`config.mk`:
```
export PLATFORM = sky130hd
export DESIGN_NAME = player_move_ctrl
export DESIGN_NICKNAME = d
export VERILOG_FILES = /design/src/rtl/player_move_ctrl.sv
export SDC_FILE = /design/constraint.sdc
export NUM_CORES = 1
export LEC_CHECK = 0
export ABC_AREA = 1
export BUFFER_PORTS_ARGS = -buffer_cell sky130_fd_sc_hd__buf_2
export CORE_AREA = 2 2 53 80
export DETAILED_ROUTE_END_ITERATION = 8
export DIE_AREA = 0 0 55 82
export PLACE_DENSITY = 0.76
export SYNTH_ARGS = -nofsm -noshare
export SYNTH_HDL_FRONTEND = slang
export SYNTH_SLANG_ARGS = --single-unit
```
`constraint.sdc`:
```
create_clock -name clk -period 1.8 [get_ports clk]
set_input_delay 0.36 -clock clk [delete_from_list [all_inputs] [get_ports clk]]
set_output_delay 0.36 -clock clk [all_outputs]
set_load 0.05 [all_outputs]
```
`src/rtl/player_move_ctrl.sv`:
```
// Player movement sequencer: key edges -> collision query -> draw handshake -> exit/map advance.
// Optional build macro MOVE_REPEAT_EN adds held-key auto-repeat every REPEAT_TICKS cycles.
module player_move_ctrl #(
  parameter logic [4:0]  START_X      = 5'd0,
  parameter logic [4:0]  START_Y      = 5'd8,
  parameter logic [4:0]  EXIT_X       = 5'd14,
  parameter logic [4:0]  EXIT_Y       = 5'd13,
  parameter logic [1:0]  LAST_MAP     = 2'd3,
  parameter logic [23:0] REPEAT_TICKS = 24'd5_000_000
) (
  input  logic       clk,
  input  logic       resetn,
  input  logic       key_up,
  input  logic       key_down,
  input  logic       key_left,
  input  logic       key_right,
  input  logic [4:0] cd_new_x,
  input  logic [4:0] cd_new_y,
  output logic [4:0] cd_cur_x,
  output logic [4:0] cd_cur_y,
  output logic [2:0] cd_move,
  output logic [1:0] cd_map,
  output logic [4:0] pos_x,
  output logic [4:0] pos_y,
  output logic [1:0] map_sel,
  output logic [4:0] old_x,
  output logic [4:0] old_y,
  output logic       draw_req,
  input  logic       draw_ack,
  output logic       level_done,
  output logic       game_done,
  output logic       busy
);

  typedef enum logic [2:0] {
    S_IDLE, S_ISSUE, S_SAMPLE, S_DRAW, S_CHECK, S_LEVEL, S_DONE
  } state_t;

  localparam logic [2:0] MV_NONE  = 3'b000;
  localparam logic [2:0] MV_UP    = 3'b001;
  localparam logic [2:0] MV_LEFT  = 3'b010;
  localparam logic [2:0] MV_DOWN  = 3'b011;
  localparam logic [2:0] MV_RIGHT = 3'b100;

  state_t     r_state;
  logic [3:0] r_key;
  logic [2:0] r_dir;
  logic [4:0] r_pos_x, r_pos_y, r_old_x, r_old_y;
  logic [1:0] r_map;
  logic       r_draw_req, r_level_done, r_game_done, r_busy;

  logic [3:0] w_keys, w_rise;
  logic [2:0] w_edge_dir, w_req;
  logic       w_at_exit;

  assign w_keys    = {key_up, key_down, key_left, key_right};
  assign w_rise    = w_keys & ~r_key;
  assign w_at_exit = (r_pos_x == EXIT_X) && (r_pos_y == EXIT_Y);

  always_comb begin
    w_edge_dir = MV_NONE;
    if (w_rise[3])      w_edge_dir = MV_UP;
    else if (w_rise[2]) w_edge_dir = MV_DOWN;
    else if (w_rise[1]) w_edge_dir = MV_LEFT;
    else if (w_rise[0]) w_edge_dir = MV_RIGHT;
  end

`ifdef MOVE_REPEAT_EN
  logic [23:0] r_rep_cnt;
  logic [2:0]  r_rep_dir;
  logic        w_held, w_rep_fire;

  always_comb begin
    w_held = 1'b0;
    case (r_rep_dir)
      MV_UP:    w_held = key_up;
      MV_DOWN:  w_held = key_down;
      MV_LEFT:  w_held = key_left;
      MV_RIGHT: w_held = key_right;
      default:  w_held = 1'b0;
    endcase
  end

  assign w_rep_fire = (r_state == S_IDLE) && w_held && (r_rep_cnt == 24'd0)
                      && (w_rise == 4'b0000);
  assign w_req      = (w_edge_dir != MV_NONE) ? w_edge_dir
                    : (w_rep_fire ? r_rep_dir : MV_NONE);

  // Down-counter only advances in IDLE; terminal count re-issues the held direction.
  always_ff @(posedge clk or negedge resetn) begin
    if (!resetn) begin
      r_rep_cnt <= REPEAT_TICKS - 24'd1;
      r_rep_dir <= MV_NONE;
    end else if (!w_held) begin
      r_rep_cnt <= REPEAT_TICKS - 24'd1;
      if (r_state == S_IDLE && w_edge_dir != MV_NONE) r_rep_dir <= w_edge_dir;
    end else if (r_state == S_IDLE) begin
      if (w_rise != 4'b0000) begin
        r_rep_cnt <= REPEAT_TICKS - 24'd1;
        r_rep_dir <= w_edge_dir;
      end else if (r_rep_cnt == 24'd0) begin
        r_rep_cnt <= REPEAT_TICKS - 24'd1;
      end else begin
        r_rep_cnt <= r_rep_cnt - 24'd1;
      end
    end
  end
`else
  assign w_req = w_edge_dir;

  // Edge-only build: the repeat interval has no hardware behind it.
  if (REPEAT_TICKS == 24'd0) begin : g_no_repeat
  end
`endif

  always_ff @(posedge clk or negedge resetn) begin
    if (!resetn) begin
      r_state      <= S_IDLE;
      r_key        <= 4'b0000;
      r_dir        <= MV_NONE;
      r_pos_x      <= START_X;
      r_pos_y      <= START_Y;
      r_old_x      <= START_X;
      r_old_y      <= START_Y;
      r_map        <= 2'd0;
      r_draw_req   <= 1'b0;
      r_level_done <= 1'b0;
      r_game_done  <= 1'b0;
      r_busy       <= 1'b0;
    end else begin
      r_key        <= w_keys;
      r_level_done <= 1'b0;
      case (r_state)
        S_IDLE: begin
          if (w_req != MV_NONE) begin
            r_dir   <= w_req;
            r_busy  <= 1'b1;
            r_state <= S_ISSUE;
          end
        end
        S_ISSUE: r_state <= S_SAMPLE;
        // Detector output is valid here because cd_move is still driven.
        S_SAMPLE: begin
          r_dir <= MV_NONE;
          if (cd_new_x == r_pos_x && cd_new_y == r_pos_y) begin
            r_busy  <= 1'b0;
            r_state <= S_IDLE;
          end else begin
            r_old_x    <= r_pos_x;
            r_old_y    <= r_pos_y;
            r_pos_x    <= cd_new_x;
            r_pos_y    <= cd_new_y;
            r_draw_req <= 1'b1;
            r_state    <= S_DRAW;
          end
        end
        S_DRAW: begin
          if (draw_ack) begin
            r_draw_req <= 1'b0;
            r_state    <= S_CHECK;
          end
        end
        S_CHECK: begin
          if (w_at_exit && r_map == LAST_MAP) begin
            r_game_done <= 1'b1;
            r_state     <= S_DONE;
          end else if (w_at_exit) begin
            r_state <= S_LEVEL;
          end else begin
            r_busy  <= 1'b0;
            r_state <= S_IDLE;
          end
        end
        S_LEVEL: begin
          r_map        <= r_map + 2'd1;
          r_pos_x      <= START_X;
          r_pos_y      <= START_Y;
          r_old_x      <= EXIT_X;
          r_old_y      <= EXIT_Y;
          r_level_done <= 1'b1;
          r_draw_req   <= 1'b1;
          r_state      <= S_DRAW;
        end
        S_DONE:  r_state <= S_DONE;
        default: begin
          r_busy  <= 1'b0;
          r_state <= S_IDLE;
        end
      endcase
    end
  end

  assign cd_move    = r_dir;
  assign cd_cur_x   = r_pos_x;
  assign cd_cur_y   = r_pos_y;
  assign cd_map     = r_map;
  assign pos_x      = r_pos_x;
  assign pos_y      = r_pos_y;
  assign map_sel    = r_map;
  assign old_x      = r_old_x;
  assign old_y      = r_old_y;
  assign draw_req   = r_draw_req;
  assign level_done = r_level_done;
  assign game_done  = r_game_done;
  assign busy       = r_busy;

endmodule

```
==> results.tsv <==
stage	metric	value	unit
setup_path	Critical Setup Path Class	reg2reg	
clock_tree	CTS Buf Count	5	
outcome	failing checks	hold timing	
place	gpl congestion	0.854	
sta	final-report setup violation count	0	
sta	Final Cycle Share	0.905	
logic_synthesis	Avg Inst Size Synth	7.84	um2
logic_synthesis	sequential element share of the synthesized area	0.492	
global_route	antenna violations before repair	0	
sta	Max Slew Vio Count	0	
logic_synthesis	Mapped Cells	234	
drt	DR iter-0 viols	29	
logic_synthesis	dominant cells by area after synthesis	dfrtp_1, nand2_1, nor2_1	
global_route	GRT Total Usage	0.200	
setup_path	crit-path max FO	12	
layout	Area Growth Syn to Fin	19.9	%
sta	slew of the pin with the lowest slew margin	0.423	ns
sta	clk_skew	0.0105	ns
run	# Max-Cap Violations	0	
drt	Final ANT Viol Nets	0	
drt	drt drc	0	
outcome	outcome	finished, violations left	
sta	Max-slew headroom	0.718	
floorplanning	core region area	3850	um2
layout	antenna diode count	0	
setup_path	Worst EP required	1.99	ns
hold_path	Min-Delay Path Class	in2async	
sta	Final min period	1.63	ns
clock_tree	Clock Path Buffers	2	
setup_path	slowest stage cell, crit path	dfrtp_1	
setup_path	worst-path cell chain	inv_2, nand2_1, nand2_1, nor2_1, nand3_2, o21bai_4, nand2_4, buf_4, nor2_1, nor2_1	
logic_synthesis	largest area contributor in the netlist	dfrtp_1	
layout	# fillers	388	
sta	setup TNS	0	ns
sta	count of final hold-check violations	15	
logic_synthesis	top-count cell post-synth	nand2_1	
logic_synthesis	Synth top area share	0.464	
global_route	largest net degree at the start of global routing	20	
clock_tree	Worst-Skew Late Latency	0.30	ns
global_route	grt ovf	0	
floorplanning	io pins	58	
logic_synthesis	Post-Syn Area	1830	um2
floorplanning	Rows	28	
clock_tree	CTS Hold Bufs	0	
setup_path	Critical Path Most Common Cell	nor2_1	
logic_synthesis	Post-Syn Nets	252	
clock_tree	CTS Root Cell	clkbuf_8	
floorplanning	initial core utilization	0.476	
logic_synthesis	EDFF count, synth	0	
place	port bufs	57	
logic_synthesis	Yosys cell types	25	
clock_tree	CTS Sinks	36	
drt	WL final	4.01	mm
floorplanning	Die H	82	um
global_route	first-pass GRT wire length	6.51	mm
clock_tree	H-tree depth	2	
logic_synthesis	fraction of registers with async set/reset	1.00	
floorplanning	die area	4510	um2
setup_path	CP arrival	1.82	ns
setup_path	CP Capture Type	register	
logic_synthesis	dominant synthesized flop cell	dfrtp_1	
sta	fmax	614	MHz
logic_synthesis	Ys Warns	0	
drt	Via Count	1587	
sta	RSZ-0062 raised after global routing	false	
drt	First-pass DRT Iterations	4	
layout	nets	306	
layout	layout cells sized above 1	0.304	
drt	mean routed wirelength per cell	12.0	um
place	placed wire-length estimate	3.11	mm
floorplanning	Die X	55	um
sta	Fin Hold WS	-0.00718	ns
logic_synthesis	synthesis-stage register bit count	36	
clock_tree	CTS tree	done	
global_route	vias in the first global route	1472	
drt	Vias/cell	4.75	
setup_path	Worst setup SP type	register	
setup_path	critical path's largest stage delay	0.45	ns
logic_synthesis	synth cell count leaders	nand2_1, nor2_1, dfrtp_1	
clock_tree	clk slew on worst S/H paths	0.08	ns
[worst max-delay path, delay by kind of cell (launching register included)]
kind | cells | cell delay, ns
and+or+nand+nor | 7 | 0.60
DFF | 1 | 0.45
buffers and inverters | 2 | 0.24
AOI/OAI and AO/OA | 1 | 0.23
[final timing paths]
path | start | end | slack, ns | cells after the start
worst max register to register | cd_cur_x[1]$_DFFE_PN0P_ | old_y[2]$_DFFE_PN0P_ | 0.17 | 10
worst max-delay path | cd_cur_x[1]$_DFFE_PN0P_ | old_y[2]$_DFFE_PN0P_ | 0.17 | 10
worst min register to register | game_done$_DFFE_PN0P_ | game_done$_DFFE_PN0P_ | 0.47 | 2
worst min-delay path | resetn | cd_cur_y[0]$_DFFE_PN0P_ | -0.007 | 1
max in group asynchronous | resetn | old_y[3]$_DFFE_PN1P_ | 1.28 | 2
min in group clk | key_left | r_key[1]$_DFF_PN0_ | 0.18 | 1
[kinds of logic (layout without fill, tap and decap cells)]
| family | after synthesis | after routing | synth area share |
|---|---|---|---|
| and+or+nand+nor | 130 | 130 | 0.299 |
| DFF | 36 | 36 | 0.492 |
| adders and majority gates | 1 | 1 | 0.00682 |
| xor gates and xnor gates | 2 | 2 | 0.00955 |
| buffers and inverters | 51 | 106 | 0.139 |
| AOI/OAI and AO/OA | 14 | 14 | 0.0532 |
[what timing repair did]
item,4_1_cts,5_1_grt
buffers inserted,0,1
setup endpoints to repair,0,3
gates resized for setup,0,1
[stage by stage]
step,instance area [um2],worst slack [ns],util,hold WS (ns),instances
after floorplan,1830,0.0604,-,0.0644,234
after global placement,2100,0.200,0.544,0.319,325
after detailed placement,2100,0.139,0.544,0.328,325
after CTS,2190,0.132,0.569,0.0136,333
after global routing,2200,0.00288,0.571,0.0310,334
final,2200,0.171,0.571,-0.00718,334
[area by class of cell]
class,count,area [um2],share of cell area
well taps,45,56.3,0.0256
clock buffers,7,86.3,0.0392
clock inverters,1,7.51,0.00341
inverters,36,135,0.0614
repair buffers,62,335,0.152
multi-input cells,147,676,0.307
flip-flops and latches,36,903,0.411
[cells in the final DEF (no fill, tap or decap), types with 2 or more instances in the layout]
master    instances
dfrtp_1          34
o21ai_2           2
buf_2            57
o21ai_0           6
buf_4             4
inv_2             7
nor3_1            2
o21ai_1           3
nor2_1           36
nand2_1          69
inv_1            29
nor2_2            2
dfstp_2           2
nand3_1          14
xor2_1            2
clkbuf_8          6
nand4_1           2
[registers in the layout, summed over array words and instances (netlist names), 2 cells and up]
name      count
cd_cur_x      5
cd_cur_y      5
old_x         5
old_y         5
r_key         4
cd_move       3
r_state       3
cd_map        2
[metal layers]
metal	up-vias	wire length [um]	track usage	share of wire
met5	-	0	0	0
met4	0	91	0.0805	0.023
met3	11	212	0.0473	0.053
met2	44	2120	0.346	0.53
met1	729	1580	0.228	0.39
li1	803	-	-	-
Power is left out: the tool's default activity adds up to more than one toggle a clock period on the data nets, which glitch-free logic cannot reach.
